$ cat src/rtl/joltage_pkg.sv
// Shared types and constants for the joltage line loader: FSM encoding and
// the ASCII codes the byte classifier recognises.
package joltage_pkg;

  typedef enum logic [2:0] {
    COLLECT,
    ISSUE,
    WAIT_BUSY,
    WAIT_DONE,
    FINISH
  } loader_state_t;

  localparam logic [7:0] ASCII_0  = 8'h30;
  localparam logic [7:0] ASCII_9  = 8'h39;
  localparam logic [7:0] ASCII_LF = 8'h0A;
  localparam logic [7:0] ASCII_CR = 8'h0D;

  localparam int DIGIT_W = 4;

endpackage

$ cat src/rtl/joltage_char_class.sv
// Combinational byte classifier: flags decimal digits, LF and CR and yields
// the binary value of a digit character (zero for anything else).
module joltage_char_class
  import joltage_pkg::*;
(
  input  logic [7:0]         data_i,
  output logic               is_digit_o,
  output logic               is_lf_o,
  output logic               is_cr_o,
  output logic [DIGIT_W-1:0] digit_o
);

  assign is_digit_o = (data_i >= ASCII_0) && (data_i <= ASCII_9);
  assign is_lf_o    = (data_i == ASCII_LF);
  assign is_cr_o    = (data_i == ASCII_CR);

  // '0'..'9' are 0x30..0x39, so the low nibble is already the digit value.
  assign digit_o = is_digit_o ? data_i[DIGIT_W-1:0] : '0;

endmodule

$ cat src/rtl/joltage_line_loader.sv
// Streams ASCII lines of LENGTH digits into a joltage instance one line at a
// time, then snapshots the joltage running totals once the input ends.
module joltage_line_loader
  import joltage_pkg::*;
#(
  parameter int LENGTH = 100,
  parameter int CNT_W  = 16
) (
  input  logic                             clk,
  input  logic                             rst,
  input  logic [7:0]                       in_data_i,
  input  logic                             in_valid_i,
  input  logic                             in_last_i,
  output logic                             in_ready_o,
  output logic [0:LENGTH-1][DIGIT_W-1:0]   line_o,
  output logic                             start_o,
  output logic                             data_valid_o,
  input  logic                             done_i,
  input  logic [15:0]                      joltage1_i,
  input  logic [63:0]                      joltage2_i,
  output logic [15:0]                      p1_total_o,
  output logic [63:0]                      p2_total_o,
  output logic [CNT_W-1:0]                 lines_done_o,
  output logic                             finished_o,
  output logic                             err_char_o,
  output logic                             err_len_o
);

  localparam int CW = $clog2(LENGTH + 2);
  localparam logic [CW-1:0] LEN_C = CW'(LENGTH);
  localparam logic [CW-1:0] OVF_C = CW'(LENGTH + 1);

  loader_state_t state_q, state_d;
  logic [CW-1:0]    cnt_q, cnt_d;
  logic             last_q, last_d;
  logic [CNT_W-1:0] lines_done_q, lines_done_d;
  logic [15:0]      p1_q, p1_d;
  logic [63:0]      p2_q, p2_d;
  logic             finished_q, finished_d;
  logic             err_char_q, err_char_d;
  logic             err_len_q, err_len_d;
  logic [0:LENGTH-1][DIGIT_W-1:0] line_q;

  logic               is_digit, is_lf, is_cr;
  logic [DIGIT_W-1:0] digit;
  logic               accept;
  logic               digit_wr;
  logic [CW-1:0]      cnt_inc;
  logic               term;
  logic [CW-1:0]      term_cnt;

  joltage_char_class u_class (
    .data_i     (in_data_i),
    .is_digit_o (is_digit),
    .is_lf_o    (is_lf),
    .is_cr_o    (is_cr),
    .digit_o    (digit)
  );

  assign accept   = in_valid_i && (state_q == COLLECT);
  assign cnt_inc  = (cnt_q == OVF_C) ? OVF_C : cnt_q + 1'b1;
  assign digit_wr = accept && is_digit && (cnt_q < LEN_C);

  always_comb begin
    state_d      = state_q;
    cnt_d        = cnt_q;
    last_d       = last_q;
    lines_done_d = lines_done_q;
    p1_d         = p1_q;
    p2_d         = p2_q;
    finished_d   = finished_q;
    err_char_d   = err_char_q;
    err_len_d    = err_len_q;
    term         = 1'b0;
    term_cnt     = cnt_q;

    case (state_q)
      COLLECT: begin
        if (accept) begin
          // Any byte flagged last closes the pending line so nothing is lost.
          if (is_digit) begin
            cnt_d    = cnt_inc;
            term_cnt = cnt_inc;
            term     = in_last_i;
          end else if (is_lf) begin
            term = 1'b1;
          end else if (is_cr) begin
            term = in_last_i;
          end else begin
            err_char_d = 1'b1;
            term       = in_last_i;
          end

          if (term) begin
            if (term_cnt == LEN_C) begin
              state_d = ISSUE;
              last_d  = in_last_i;
            end else begin
              cnt_d = '0;
              if (term_cnt != '0) err_len_d = 1'b1;
              if (in_last_i) state_d = FINISH;
            end
          end
        end
      end

      ISSUE: state_d = WAIT_BUSY;

      WAIT_BUSY: begin
        if (!done_i) state_d = WAIT_DONE;
      end

      WAIT_DONE: begin
        if (done_i) begin
          lines_done_d = lines_done_q + 1'b1;
          cnt_d        = '0;
          state_d      = last_q ? FINISH : COLLECT;
        end
      end

      FINISH: begin
        if (!finished_q) begin
          p1_d       = joltage1_i;
          p2_d       = joltage2_i;
          finished_d = 1'b1;
        end
      end

      default: state_d = COLLECT;
    endcase
  end

  always_ff @(posedge clk or posedge rst) begin
    if (rst) begin
      state_q      <= COLLECT;
      cnt_q        <= '0;
      last_q       <= 1'b0;
      lines_done_q <= '0;
      p1_q         <= '0;
      p2_q         <= '0;
      finished_q   <= 1'b0;
      err_char_q   <= 1'b0;
      err_len_q    <= 1'b0;
    end else begin
      state_q      <= state_d;
      cnt_q        <= cnt_d;
      last_q       <= last_d;
      lines_done_q <= lines_done_d;
      p1_q         <= p1_d;
      p2_q         <= p2_d;
      finished_q   <= finished_d;
      err_char_q   <= err_char_d;
      err_len_q    <= err_len_d;
    end
  end

  // Digit writes only happen in COLLECT, so the line is frozen while in flight.
  for (genvar gi = 0; gi < LENGTH; gi++) begin : g_line
    always_ff @(posedge clk or posedge rst) begin
      if (rst) begin
        line_q[gi] <= '0;
      end else if (digit_wr && (cnt_q == CW'(gi))) begin
        line_q[gi] <= digit;
      end
    end
  end

  assign in_ready_o   = (state_q == COLLECT);
  assign start_o      = (state_q == ISSUE);
  assign data_valid_o = (state_q == ISSUE) || (state_q == WAIT_BUSY);
  assign line_o       = line_q;
  assign p1_total_o   = p1_q;
  assign p2_total_o   = p2_q;
  assign lines_done_o = lines_done_q;
  assign finished_o   = finished_q;
  assign err_char_o   = err_char_q;
  assign err_len_o    = err_len_q;

endmodule
$ cat config.mk
export PLATFORM = sky130hd
export DESIGN_NAME = joltage_line_loader
export DESIGN_NICKNAME = d
export VERILOG_FILES = /design/src/rtl/joltage_pkg.sv /design/src/rtl/joltage_char_class.sv /design/src/rtl/joltage_line_loader.sv
export SDC_FILE = /design/constraint.sdc
export NUM_CORES = 1
export LEC_CHECK = 0
export ABC_AREA = 1
export BUFFER_PORTS_ARGS = -buffer_cell sky130_fd_sc_hd__buf_2
export CAP_MARGIN = 0
export CORE_AREA = 4 4 229 231
export CTS_BUF_LIST = sky130_fd_sc_hd__clkbuf_8
export CTS_CLUSTER_DIAMETER = 50
export DETAILED_ROUTE_END_ITERATION = 6
export DIE_AREA = 0 0 233 235
export PLACE_DENSITY = 0.77
export SLEW_MARGIN = 5
export SYNTH_ARGS = -nofsm -noshare
export SYNTH_HDL_FRONTEND = slang
export SYNTH_SLANG_ARGS = --single-unit
$ cat constraint.sdc
create_clock -name clk -period 20.4 [get_ports clk]
set_clock_uncertainty 0.2 [all_clocks]
set_input_delay 2.04 -clock clk [delete_from_list [all_inputs] [get_ports clk]]
set_output_delay 2.04 -clock clk [all_outputs]
set_load 0.02 [all_outputs]
## Word level (Yosys, flattened, before mapping)

Cells that the tools add are included.

| storage, ports and cells | value |
|---|---|
| register bits after elaboration | 510 |
| latch bits | 0 |
| memory bits (writable) | 0 |
| ROM bits | 0 |
| input port bits | 93 |
| output and inout bits | 502 |
| word-level logic and storage cells | 370 |
| memories | 0 |

| operators by class | value |
|---|---|
| $add $sub $neg | 2 |
| multipliers | 0 |
| divide/modulo/power cells | 0 |
| magnitude comparators | 3 |
| eq/ne operators | 112 |
| shifts and indexed selects | 0 |
| mux-type cells | 22 |
| bitwise operators | 6 |
| reduce and logical (&&, ||, !) cells | 116 |

Operator list:

| kind | count |
|---|---|
| 7-bit == test, second input constant | 38 |
| 7-bit by 6-bit == test with 1-bit output, second input constant | 32 |
| 7-bit by 5-bit == test with 1-bit output, second input constant | 16 |
| 1-bit logical AND | 104 |
| 7-bit by 4-bit == test with 1-bit output, second input constant | 8 |
| 7-bit 2-to-1 mux | 8 |
| 7-bit by 3-bit == test with 1-bit output, second input constant | 4 |
| 3-bit 2-to-1 mux | 7 |
| 16-bit by 1-bit adder with 16-bit output, second input constant | 1 |
| 8-bit by 4-bit == test with 1-bit output, second input constant | 2 |
| 3-bit one-hot mux with 5 select lines | 1 |
| 7-bit by 2-bit == test with 1-bit output, second input constant | 2 |
| 7-bit one-hot mux with 2 select lines | 1 |
| 5-bit AND reduction | 2 |
| 8-bit by 6-bit greater-or-equal comparator with 1-bit output, second input constant | 1 |
| 8-bit by 6-bit less-or-equal comparator with 1-bit output, second input constant | 1 |
| 7-bit by 1-bit adder with 7-bit output, second input constant | 1 |
| 7-bit by 1-bit == test with 1-bit output, second input constant | 1 |
| 7-bit logical NOT | 1 |
| 7-bit < comparator, second input constant | 1 |
| 7-bit nonzero test | 1 |
| 3-bit by 2-bit == test with 1-bit output, second input constant | 2 |
| 1-bit inverter | 6 |
| 6-bit AND reduction | 1 |
| other kinds (13) | 19 |

## Depth between registers and ports, before layout

| depth | value |
|---|---|
| depth after elaboration | 10 |
| gate-level depth with buffers | 15 |

## Modules after synthesis

From an unflattened synthesis, not the netlist that was laid out.

| unflattened totals | value |
|---|---|
| cells, all modules | 1809 |
| area, all modules | 19458.7 sq um |

By module, submodules not included:

| module | instances | cells each | area an instance (sq um) | sequential area each (sq um) |
|---|---|---|---|---|
| joltage_line_loader | 1 | 1787 | 19363.6 | 12762.2 |
| joltage_char_class | 1 | 22 | 95.1 | 0.0 |

## Worst setup path after synthesis

OpenSTA, ideal clock, no wires.

| path | value |
|---|---|
| kind | input to register |
| start point | in in_data_i[1] |
| end point | reg line_q, in the netlist line_o[204] |
| setup time | 0.131 ns |
| arrival time | 3.265 ns |
| data required time | 20.069 ns |
| setup slack | 16.804 ns |
| cell stages on the path | 8 |
| buffers on the path | 2 |
| path through | o21ai_0 -> nand2_1 -> nor3_2 -> buf_6 -> buf_12 -> nand3_2 -> nand2_1 -> o21ai_1 |

| on the way | value |
|---|---|
| cells in the longest elaborated chain, start to end | 5 |
| elaborated cells between the ends (all ways) | 7 |

Ends and longest elaborated chain:

| what | line | source |
|---|---|---|
| from (decl) | joltage_line_loader.sv:11 | `input logic [7:0] in_data_i,` |
| 8-bit by 6-bit greater-or-equal comparator with 1-bit output / 8-bit by 6-bit less-or-equal comparator with 1-bit output (equally long branches) | joltage_char_class.sv:13 | `assign is_digit_o = (data_i >= ASCII_0) && (data_i <= ASCII_9);` |
| 1-bit logical AND * | joltage_char_class.sv:13 |  |
| 1-bit logical AND (2 in a row) | joltage_line_loader.sv:62 | `assign digit_wr = accept && is_digit && (cnt_q < LEN_C);` |
| 1-bit logical AND | joltage_line_loader.sv:162 | `end else if (digit_wr && (cnt_q == CW'(gi))) begin` |
| to (signal, indexed assignment) | joltage_line_loader.sv:163 | `line_q[gi] <= digit;` |
| to (decl) | joltage_line_loader.sv:42 | `logic [0:LENGTH-1][DIGIT_W-1:0] line_q;` |

Mark *: on every way between the ends. The rest lies on a longest branch, timed or not.
A chain may end at the register's enable or synchronous reset.

## Worst setup path in the final report

| path | value |
|---|---|
| start point | in in_data_i[1] |
| end point | reg line_q, in the netlist line_o[371] |

Same word-level chain as after synthesis.

==> results.py <==
metrics = {
    "synthesis": {
        "yosysMostFrequentCell": "dfrtp_1",
        "synth_nets": 1908,
        "ys_seq_area_share_pct": 61.3,
        "syn_area_per_cell_um2": 11.5,
        "yosysTopAreaCell": "dfrtp_1",
        "synth_top_area_share_pct": 61.3,
        "ys_warn_count": 0,
        "synthDistinctLibCells": 40,
        "netlist_area_um2": 20800,
        "ys_top_cells_by_count": "dfrtp_1 (510), nand2_1 (473), o21ai_1 (223), o21ai_0 (184), nand3_4 (88)",
        "synth-seq-cells": 510,
        "synthTopCellsByArea": "dfrtp_1 (61%), nand2_1 (8.5%), nand3_4 (7.4%)",
        "synthFlopType": "dfrtp_1",
        "synth_edf_count": 0,
        "synth_cells": 1810,
        "async_flop_share_pct": 100,
    },
    "setup_path": {
        "crit_slowest_cell": "buf_4",
        "start_kind": "primary input",
        "crit_type": "primary input to flop",
        "cp.required_ns": 20.68,
        "worst_setup_path_end_kind": "flop",
        "cp_slowest_stage_delay_ns": 0.91,
        "reg2reg_depth": 10,
        "worst_ep_arrival_time_ns": 5.12,
        "rr_startpoint": "state_q[0]$_DFFE_PP0P_",
        "path_max_fanout": 38,
        "path_cells": "buf_2 -> o21ai_0 -> nand2_1 -> nor3_4 -> buf_4 -> buf_4 -> nand3_2 -> nand2_1 -> o21ai_1",
        "reg2reg_setup_slack_ns": 16.69,
        "r2r-end": "line_o[371]$_DFFE_PP0P_",
    },
    "clock_network": {
        "clockBufferDepth": 3,
        "hold_buffers": 0,
        "cts_made_buffers": 83,
        "cts_tree": "built",
        "path_clk_slew_ns": 0.06,
        "worstSkewPairLatency_ns": 0.65,
        "clock_sinks": 510,
        "post_cts_buffers": 0,
        "root_buffer": "clkbuf_8",
        "htree_levels": 3,
        "cts_resized": 0,
    },
    "grt": {
        "grt_pass1_wl_um": 99700,
        "grt_pass1_vias": 16500,
        "antenna_found_initial": 2,
        "grt-ovfl-total": 0,
        "grtUsageTotal_pct": 23.5,
        "grt_max_degree": 182,
    },
    "timing": {
        "timing.fmax_mhz": 207,
        "worstMarginPinSlew_ns": 1.24,
        "rsz0062_at_grt": "false",
        "timing.final.crit_period_ns": 4.84,
        "setup_viol": 0,
        "drv_slew": 0,
        "period_share_pct": 23.7,
        "hold_violations": 0,
        "fin_setup_tns_ns": 0,
        "max-slew-margin-rel_pct": 17.1,
    },
    "power_and_ir_drop": {
        "power_frac_seq_pct": 46.6,
        "power.density_nw_per_um2": 88.3,
        "ir_drop_mv": 0.0645,
        "p_switching_w": 0.000671,
        "p_total_w": 0.00230,
        "leakage_nw": 12.8,
        "p_comb_share_pct": 13.4,
        "p_int_w": 0.00163,
        "pwr-share-clk_pct": 40.0,
        "swShare_pct": 29.1,
    },
    "route": {
        "wl_met3_um": 5660,
        "drt_drc_violations_left": 0,
        "route.met2.wl_um": 32300,
        "drt.antenna.violating_nets": 0,
        "top_layer_used": "met5",
        "drtPass1Iterations": 5,
        "drt_iter0_markers": 1052,
        "via_per_inst": 5.12,
        "routed_wl_um": 65600,
        "wire_per_inst_um": 20.7,
        "via_count": 16300,
        "met1_length_um": 24900,
    },
    "worst_hold_path": {
        "worstHoldPathCells": 1,
        "holdPathEnd": "lines_done_o[15]$_DFFE_PP0P_",
        "hold_path.class": "flop to flop",
        "hold_path_startpoint": "lines_done_o[15]$_DFFE_PP0P_",
    },
    "die": {
        "dieArea_um2": 54800,
        "initial_core_util_pct": 41.6,
        "die_w_um": 233,
        "die_h_um": 235,
        "core_area_um2": 50100,
        "io_pins": 595,
        "rows": 82,
    },
    "placement": {
        "placed_area_um2": 24300,
        "finalWeightedCongestion": 0.870,
        "port_buffers": 594,
        "dp.final_hpwl_um": 46000,
        "numPlacedInstances": 3027,
    },
    "cells_and_area": {
        "finalNetCount": 2538,
        "drive_gt1_share_pct": 38.9,
        "postLayoutCellArea_um2": 26100,
        "final_util_pct": 52.1,
        "stdcell_count": 3174,
        "area_delta_synth_final_pct": 25.3,
    },
    "run": {
        "cap_viol_max_count": 0,
    },
    "outcome": {
        "status": "finished, final reports clean",
    },
}
[placed cells by master, fill, tap and decap left out, types with 20 or more instances in the layout]
cell type and count:
nand3_4 88, mux2_2 80, o21ai_1 223, o21ai_0 184, inv_1 59, nor2_1 31, nand2_1 469, buf_2 594
clkbuf_8 101, dfrtp_1 510, buf_4 20
[logic make-up (layout without fill, tap and decap cells)]
group | after synthesis | count (layout) | synth area share, %
AND/OR/NAND/NOR | 669 | 669 | 20.0
XOR/XNOR | 13 | 13 | 0.547
other | 0 | 2 | 0
flip-flops | 510 | 510 | 61.3
adder cells (fa/ha/maj) | 5 | 5 | 0.300
AO/OA/AOI/OAI | 422 | 422 | 10.3
buffers and inverters | 111 | 801 | 3.26
multiplexers | 80 | 80 | 4.33
[metal layers]
layer,up-vias,global-route usage (%)
met2,728,39.1
met5,-,0
li1,7435,-
met3,137,6.89
met1,7953,28.1
met4,2,10.5
[layout make-up]
cell class / instances / area (um2)
flip-flops and latches: 510 / 12800
multi-input cells: 1189 / 7430
well taps: 672 / 841
fillers: 4370 / 24000
clock buffers: 101 / 1390
repair buffers: 615 / 3140
diodes: 2 / 5.00
inverters: 41 / 173
clock inverters: 44 / 347
[power by group through the flow]
stage | registers (W) | logic, W | clock network [W]
2_1_floorplan | 0.00111 | 0.000191 | 0
3_3_place_gp | 0.00109 | 0.000311 | 0
3_5_place_dp | 0.00109 | 0.000315 | 0
4_1_cts | 0.00107 | 0.000317 | 0.000943
5_1_grt | 0.00108 | 0.000332 | 0.000991
6_report | 0.00107 | 0.000309 | 0.000921
[metrics by stage]
stage / setup slack [ns] / hold slack, ns
after CTS: 15.64 / 0.265
after floorplan: 3.92 / 0.319
after global placement: 14.97 / 0.251
after global routing: 15.42 / 0.285
after detailed placement: 14.90 / 0.257
final: 15.56 / 0.266
[flip-flops by register name, summed over array words and instances (netlist names)]
signal        count
err_len_o         1
state_q           3
cnt_q             7
finished_o        1
p2_total_o       64
err_char_o        1
lines_done_o     16
p1_total_o       16
last_q            1
line_o          400
[worst max-delay path: cells and delay by family]
kind	cells	cell delay, ns
buffers and inverters	3	1.78
AO/OA/AOI/OAI	2	0.23
AND/OR/NAND/NOR	4	0.97
[how the worst max path moves through the flow]
stage / startpoint / endpoint / slack, ns / cells past startpoint
floorplan: rst / cnt_q[0]$_DFFE_PP0P_ / 3.92 / 1
global route: in_data_i[1] / line_o[373]$_DFFE_PP0P_ / 15.42 / 9
finish: in_data_i[1] / line_o[371]$_DFFE_PP0P_ / 15.56 / 9
CTS: in_data_i[1] / line_o[63]$_DFFE_PP0P_ / 15.64 / 9
global placement: in_data_i[1] / line_o[367]$_DFFE_PP0P_ / 14.97 / 9
detailed placement: in_data_i[1] / line_o[371]$_DFFE_PP0P_ / 14.90 / 9
No activity file was read; power rests on OpenSTA's default activity.
